--- config.mk ---
export PLATFORM = sky130hd
export DESIGN_NAME = serial_add_seq
export DESIGN_NICKNAME = d
export VERILOG_FILES = /design/src/rtl/serial_add_seq.sv
export SDC_FILE = /design/constraint.sdc
export NUM_CORES = 1
export LEC_CHECK = 0
export BUFFER_PORTS_ARGS = -buffer_cell sky130_fd_sc_hd__buf_2
export CORE_ASPECT_RATIO = 1.4
export CORE_MARGIN = 1.5
export CORE_UTILIZATION = 54
export DETAILED_ROUTE_END_ITERATION = 10
export PLACE_DENSITY = 0.78
export SLEW_MARGIN = 15
export SYNTH_ARGS = -nofsm -noshare
export SYNTH_HDL_FRONTEND = slang
export SYNTH_SLANG_ARGS = --single-unit
--- constraint.sdc ---
create_clock -name clk -period 1.5 [get_ports clk]
set_clock_uncertainty 0.15 [all_clocks]
set_input_delay 0.225 -clock clk [delete_from_list [all_inputs] [get_ports clk]]
set_output_delay 0.225 -clock clk [all_outputs]
set_load 0.05 [all_outputs]
--- src/rtl/serial_add_seq.sv ---
// Bit-serial adder: one full-add slice plus a carry flop, LSB first, one bit per clock.
// Optional SERIAL_ADD_SUB_EN adds a 'sub' input so the block computes a-b instead of a+b.
module serial_add_seq #(
  parameter int WIDTH = 8
) (
  input  logic             clk,
  input  logic             rst_n,
  input  logic             start,
  input  logic [WIDTH-1:0] a,
  input  logic [WIDTH-1:0] b,
`ifdef SERIAL_ADD_SUB_EN
  input  logic             sub,
`endif
  output logic             busy,
  output logic             done,
  output logic [WIDTH-1:0] sum,
  output logic             cout,
  output logic [1:0]       dbg_state
);

  // Handshake: start is sampled only while idle (busy=0). An accepted start
  // produces exactly one done pulse, and sum/cout are valid in that cycle.
  // Any start seen while busy is dropped, not queued.

  typedef enum logic [1:0] {
    IDLE = 2'd0,
    RUN  = 2'd1,
    DONE = 2'd2
  } state_t;

  localparam int CW = $clog2(WIDTH + 1);
  localparam logic [CW-1:0] LAST = CW'(WIDTH - 1);

  state_t           state;
  logic [WIDTH-1:0] a_sh;
  logic [WIDTH-1:0] b_sh;
  logic [WIDTH-1:0] res_sh;
  logic [WIDTH-1:0] res_next;
  logic [WIDTH-1:0] s_msb;
  logic [CW-1:0]    cnt;
  logic             carry;
  logic             s;
  logic             carry_next;

  // The single shared full-add slice.
  always_comb begin
    s          = a_sh[0] ^ b_sh[0] ^ carry;
    carry_next = (a_sh[0] & b_sh[0]) | (a_sh[0] & carry) | (b_sh[0] & carry);
    s_msb             = '0;
    s_msb[WIDTH-1]    = s;
    res_next          = (res_sh >> 1) | s_msb;
  end

  assign dbg_state = state;

  always_ff @(posedge clk) begin
    if (!rst_n) begin
      state  <= IDLE;
      busy   <= 1'b0;
      done   <= 1'b0;
      sum    <= '0;
      cout   <= 1'b0;
      carry  <= 1'b0;
      cnt    <= '0;
      a_sh   <= '0;
      b_sh   <= '0;
      res_sh <= '0;
    end else begin
      done <= 1'b0;
      case (state)
        IDLE: begin
          if (start) begin
            a_sh   <= a;
`ifdef SERIAL_ADD_SUB_EN
            // Two's-complement subtract: invert B and inject a carry-in of 1.
            b_sh   <= sub ? ~b : b;
            carry  <= sub;
`else
            b_sh   <= b;
            carry  <= 1'b0;
`endif
            res_sh <= '0;
            cnt    <= '0;
            busy   <= 1'b1;
            state  <= RUN;
          end
        end
        RUN: begin
          a_sh   <= a_sh >> 1;
          b_sh   <= b_sh >> 1;
          carry  <= carry_next;
          res_sh <= res_next;
          cnt    <= cnt + CW'(1);
          // Outputs move only here, so partial sums never leak out.
          if (cnt == LAST) begin
            sum   <= res_next;
            cout  <= carry_next;
            done  <= 1'b1;
            state <= DONE;
          end
        end
        DONE: begin
          busy  <= 1'b0;
          state <= IDLE;
        end
        default: begin
          busy  <= 1'b0;
          state <= IDLE;
        end
      endcase
    end
  end

endmodule

==> flow_metrics.py, run 1 <==
metrics = {
    "drt": {
        "routed_wl_um": 3570,
        "drc": 0,
        "firstDrtPassIters": 4,
        "drtIter0Drc": 25,
        "viasPerCell": 5.72,
        "wl_per_cell_um": 14.3,
        "vias": 1425,
        "ant_nets": 0,
    },
    "cts": {
        "max-clock-path-buffers": 2,
        "cts_buffers": 5,
        "insertion_delay_ns": 0.30,
        "post_cts_buffers": 0,
        "path_clk_slew_ns": 0.08,
        "htree_levels": 2,
        "cts-root-buf": "clkbuf_8",
        "cts_sinks": 41,
        "tritoncts": "done",
        "ctsHoldBuffers": 0,
        "ctsResizeCount": 0,
    },
    "synth": {
        "syn_nets": 200,
        "ys_seq_area_share_pct": 47.5,
        "ys_async_sr_fraction_pct": 0,
        "synth-main-ff-cell": "dfxtp_1",
        "yosysWarnings": 0,
        "yosysTopAreaCell": "dfxtp_1",
        "synth-edff-count": 0,
        "synth.avg_cell_area_um2": 9.65,
        "synth_top_area_share_pct": 47.5,
        "synth_seq_cells": 41,
        "netlist_area_mm2": 0.00173,
        "synth_area_leaders": "dfxtp_1, o221a_2, a2bb2oi_1, mux2i_1, nand2_1",
        "postSynthCellCount": 179,
        "synth_cell_types": 32,
    },
    "setup_path": {
        "critPathCaptureType": "register",
        "reg2reg_slack_ns": 0.11,
        "startpoint": "dbg_state[0]$_SDFFE_PN0P_",
        "r2r_start": "dbg_state[0]$_SDFFE_PN0P_",
        "cp-endpoint": "sum[6]$_SDFFE_PN0P_",
        "cp_max_fo": 11,
        "worst-setup-path-type": "register to register",
        "reg2reg_to": "sum[6]$_SDFFE_PN0P_",
        "critPathLaunchType": "register",
        "reg2reg_depth": 4,
        "crit_arrival_ns": 1.47,
        "worstPathRequired_ns": 1.57,
    },
    "global_routing": {
        "antenna_found_initial": 0,
        "grt_pass1_vias": 1352,
        "grt.overflow.total": 0,
        "grt_start_max_net_pins": 18,
        "grt_pass1_wl_um": 5930,
        "grt_usage_pct": 22.0,
    },
    "timing": {
        "grt_setup_unrepaired": "no",
        "setup_tns_ns": 0,
        "worst_pin_slew_ns": 0.323,
        "fmax_ghz": 0.718,
        "slew_headroom_pct": 78.5,
        "period_share_pct": 92.9,
        "finalCriticalPeriod_ns": 1.39,
        "slew_viol_final": 0,
        "hold_viol": 0,
        "setup_violations": 0,
    },
    "floorplanning": {
        "die-area_mm2": 0.00355,
        "std_cell_rows": 24,
        "ios": 32,
        "fp.dieW_um": 50.8,
        "die_y_um": 69.9,
        "start_util_pct": 55.9,
        "fp.coreArea_mm2": 0.00309,
    },
    "min_path": {
        "holdPathStages": 3,
        "worst_hold_path_type": "input pin to register",
    },
    "place": {
        "place_congestion": 0.763,
        "io_buffer_count": 31,
        "dp_hpwl_um": 2530,
    },
    "cells_and_area": {
        "final_util_pct": 65.5,
        "nets": 231,
        "final_common_cell": "dfxtp_1",
        "final_cell_mix": "dfxtp_1, buf_2, nand2_1",
        "drive_above_1_share_pct": 31.0,
        "area_growth_pct": 17.2,
        "num_antenna_cells": 0,
    },
    "power_and_ir_drop": {
        "ir_drop_mv": 0.805,
        "p_leak_uw": 0.000844,
        "power.density_mw_per_mm2": 1040,
    },
    "run_status": {
        "status": "finished clean",
    },
    "flow_run": {
        "drv_cap": 0,
    },
}
[routing by layer]
| metal | wire length (um) | track usage [%] |
|---|---|---|
| met1 | 1460 | 24.6 |
| met2 | 1880 | 37.4 |
| met3 | 154 | 6.62 |
| met4 | 80 | 9.91 |
| met5 | 0 | 0 |
[flip-flops by register name, summed over array words and instances (netlist names)]
name       flops
cnt            4
cout           1
res_sh         7
a_sh           8
done           1
busy           1
dbg_state      2
b_sh           8
carry          1
sum            8
[critical path, stage by stage (launching register included)]
cell and delay, ns:
dfxtp_4 0.40, nor2b_1 0.17, and4b_1 0.26, buf_12 0.15
mux2i_1 0.19
[kinds of logic (layout without fill, tap and decap cells)]
| group | Yosys count | in the layout | share of synthesized area (%) |
|---|---|---|---|
| AO/OA/AOI/OAI | 47 | 47 | 24.0 |
| buffers and inverters | 20 | 51 | 5.21 |
| flip-flops | 41 | 41 | 47.5 |
| adder cells (fa/ha/maj) | 2 | 2 | 1.88 |
| multiplexers | 9 | 9 | 5.21 |
| AND/OR/NAND/NOR | 60 | 60 | 16.1 |
[cells in the mapped netlist (all sizes together) (2+ instances only)]
cell,number
nor2b,9
and2,2
a2bb2oi,13
nor2,17
dfxtp,41
inv,4
clkbuf,5
nand3,2
nand2,24
a21oi,2
mux2i,9
a22oi,11
and4b,2
o221a,13
buf,11
[report_power, final]
part	internal (uW)	switching [uW]	total [uW]
clock network	316	359	675
logic	128	127	256
registers	1130	33.8	1170
total	1580	520	2100
[final cells by class]
class | instances | area [um^2]
Tap cell | 39 | 48.8
Fill cell | 259 | 1070
Inverter | 4 | 15.0
Sequential cell | 41 | 830
Timing Repair Buffer | 40 | 235
Multi-Input combinational cell | 118 | 820
Clock buffer | 6 | 72.6
Clock inverter | 1 | 5.00
[stage by stage]
stage | power [uW] | worst slack, ns | instances | hold slack [ns] | instance area, um^2
global placement | 1440 | 0.164 | 242 | 0.284 | 1940
finish | 2100 | 0.107 | 249 | 0.0222 | 2030
detailed placement | 1450 | 0.0629 | 242 | 0.288 | 1940
global route | 2180 | 0.0143 | 249 | 0.0299 | 2030
floorplan | 1370 | 0.0320 | 179 | 0.223 | 1740
CTS | 2110 | 0.0545 | 249 | 0.0275 | 2020
[how the worst min path moves through the flow]
stage                                 start                    to  slack, ns
after floorplan                        a[7]  a_sh[7]$_SDFFE_PN0P_       0.22
after global placement    busy$_SDFFE_PN0P_     busy$_SDFFE_PN0P_       0.28
after detailed placement  busy$_SDFFE_PN0P_     busy$_SDFFE_PN0P_       0.29
after CTS                              a[7]  a_sh[7]$_SDFFE_PN0P_       0.03
after global routing                   a[7]  a_sh[7]$_SDFFE_PN0P_       0.03
final                                  a[7]  a_sh[7]$_SDFFE_PN0P_       0.02
(Power assumes the default switching activity.)
==> inputs of run 2 (changes only) <==
CORE_MARGIN = unset   (was 1.5)
==> run 2 against run 1 <==
Register-to-register slack got worse by 0.02 ns. Worst setup slack lost 0.019 ns. Utilization grew 4.0 points. Sequential cell count is the same. Die area down 3.4%. Critical endpoint is now sum[7]$_SDFFE_PN0P_.
==> flow_metrics.py, run 2 (same netlist as run 1, synthesis figures left out) <==
metrics = {
    "run_status": {
        "status": "finished clean",
    },
    "setup_path": {
        "worstPathRequired_ns": 1.58,
        "cp_max_fo": 13,
        "crit_slowest_cell": "dfxtp_4",
        "critPathCaptureType": "register",
        "crit_arrival_ns": 1.49,
        "r2r_start": "dbg_state[0]$_SDFFE_PN0P_",
        "worst-setup-path-type": "register to register",
        "path_cells": "nor2b_1 > and4b_1 > buf_12 > mux2i_1",
        "slowest_delay_ns": 0.41,
        "startpoint": "dbg_state[0]$_SDFFE_PN0P_",
        "critPathLaunchType": "register",
        "crit_family": "simple AND/OR/NAND/NOR gates",
        "critPathBufInv": 1,
    },
    "place": {
        "dp_slack_ns": 0.0972,
        "place_congestion": 0.736,
        "place_area_mm2": 0.00195,
        "io_buffer_count": 31,
        "dp_cells": 239,
        "dp_hpwl_um": 2360,
    },
    "min_path": {
        "worstHoldStart": "b[7]",
        "worst_hold_path_type": "input pin to register",
    },
    "drt": {
        "routed_wl_um": 3420,
        "drc": 0,
        "vias": 1408,
        "viasPerCell": 5.70,
        "ant_nets": 0,
        "wl_per_cell_um": 13.8,
        "firstDrtPassIters": 4,
        "drtIter0Drc": 60,
    },
    "power_and_ir_drop": {
        "ir_drop_mv": 0.716,
        "power.density_mw_per_mm2": 1100,
        "p_leak_uw": 0.000862,
    },
    "timing": {
        "finalCriticalPeriod_ns": 1.41,
        "setup_violations": 0,
        "hold_viol": 0,
        "slew_viol_final": 0,
        "period_share_pct": 94.1,
        "fmax_ghz": 0.708,
        "setup_tns_ns": 0,
        "worst_pin_slew_ns": 0.357,
        "slew_headroom_pct": 76.2,
        "worst_slack_ns": 0.0881,
        "grt_setup_unrepaired": "no",
    },
    "cells_and_area": {
        "drive_above_1_share_pct": 30.5,
        "reg_top3": "a_sh x8, b_sh x8, sum x8",
        "finalInstanceArea_mm2": 0.00206,
        "nets": 230,
        "num_antenna_cells": 0,
        "final_cell_count_no_fill": 247,
        "area_growth_pct": 19.2,
        "final_common_cell": "dfxtp_1",
        "final_cell_mix": "dfxtp_1, buf_2, nand2_1",
        "final_util_pct": 69.5,
    },
    "cts": {
        "cts_buffers": 5,
        "insertion_delay_ns": 0.29,
        "htree_levels": 2,
        "tritoncts": "done",
        "path_clk_slew_ns": 0.08,
        "cts-root-buf": "clkbuf_8",
        "cts_sinks": 41,
        "ctsHoldBuffers": 0,
        "max-clock-path-buffers": 2,
        "post_cts_buffers": 0,
    },
    "floorplanning": {
        "std_cell_rows": 23,
        "fp.dieW_um": 49.8,
        "die-area_mm2": 0.00343,
        "fp.coreArea_mm2": 0.00296,
        "ios": 32,
        "die_y_um": 68.9,
        "start_util_pct": 58.3,
    },
    "global_routing": {
        "grt_start_max_net_pins": 30,
        "grt_pass1_wl_um": 5620,
        "grt.overflow.total": 0,
        "antenna_found_initial": 0,
        "grt_usage_pct": 21.9,
        "grt_pass1_vias": 1350,
    },
    "flow_run": {
        "drv_cap": 0,
    },
}
-- run 2: stage by stage --
stage | hold slack (ns) | power (uW)
floorplan | 0.223 | 1370
global placement | 0.281 | 1440
detailed placement | 0.289 | 1450
CTS | 0.0342 | 2280
global route | 0.0296 | 2350
finish | 0.0284 | 2260
-- run 2: layout make-up --
class,count,area [um^2]
tap,37,46.3
clock buffer,8,111
fill,244,905
inverter,4,15.0
sequential,41,830
timing repair buffer,39,240
multi-input combinational,118,817
-- run 2: per-layer routing --
layer / vias to the layer above / part of all wire (%) / GRT usage (%)
met4: 0 / 2.0 / 14.3
met3: 7 / 3.6 / 4.17
met2: 34 / 52 / 40.9
met1: 666 / 42 / 22.3
met5: - / 0 / 0
li1: 701 / - / -
-- run 2: repair_timing --
action                                  CTS  global route
gates resized for setup                   0             1
endpoints found under the setup margin    0             1
endpoints found under the hold margin     0             0
-- run 2: tightest hold or removal path: stages --
cell	delay, ns
buf_2	0.08
a22oi_1	0.06
nor2_1	0.08
-- run 2: path summary, 6_finish.rpt --
kind,to,slack (ns),cells after the start
max,sum[7]$_SDFFE_PN0P_,0.09,4
min,b_sh[7]$_SDFFE_PN0P_,0.03,3
max reg2reg,sum[7]$_SDFFE_PN0P_,0.09,4
min reg2reg,busy$_SDFFE_PN0P_,0.30,2
-- run 2: report_power, final --
part | internal, uW | switching [uW]
logic | 129 | 128
clock network | 475 | 363
registers | 1130 | 32.9
total | 1740 | 524
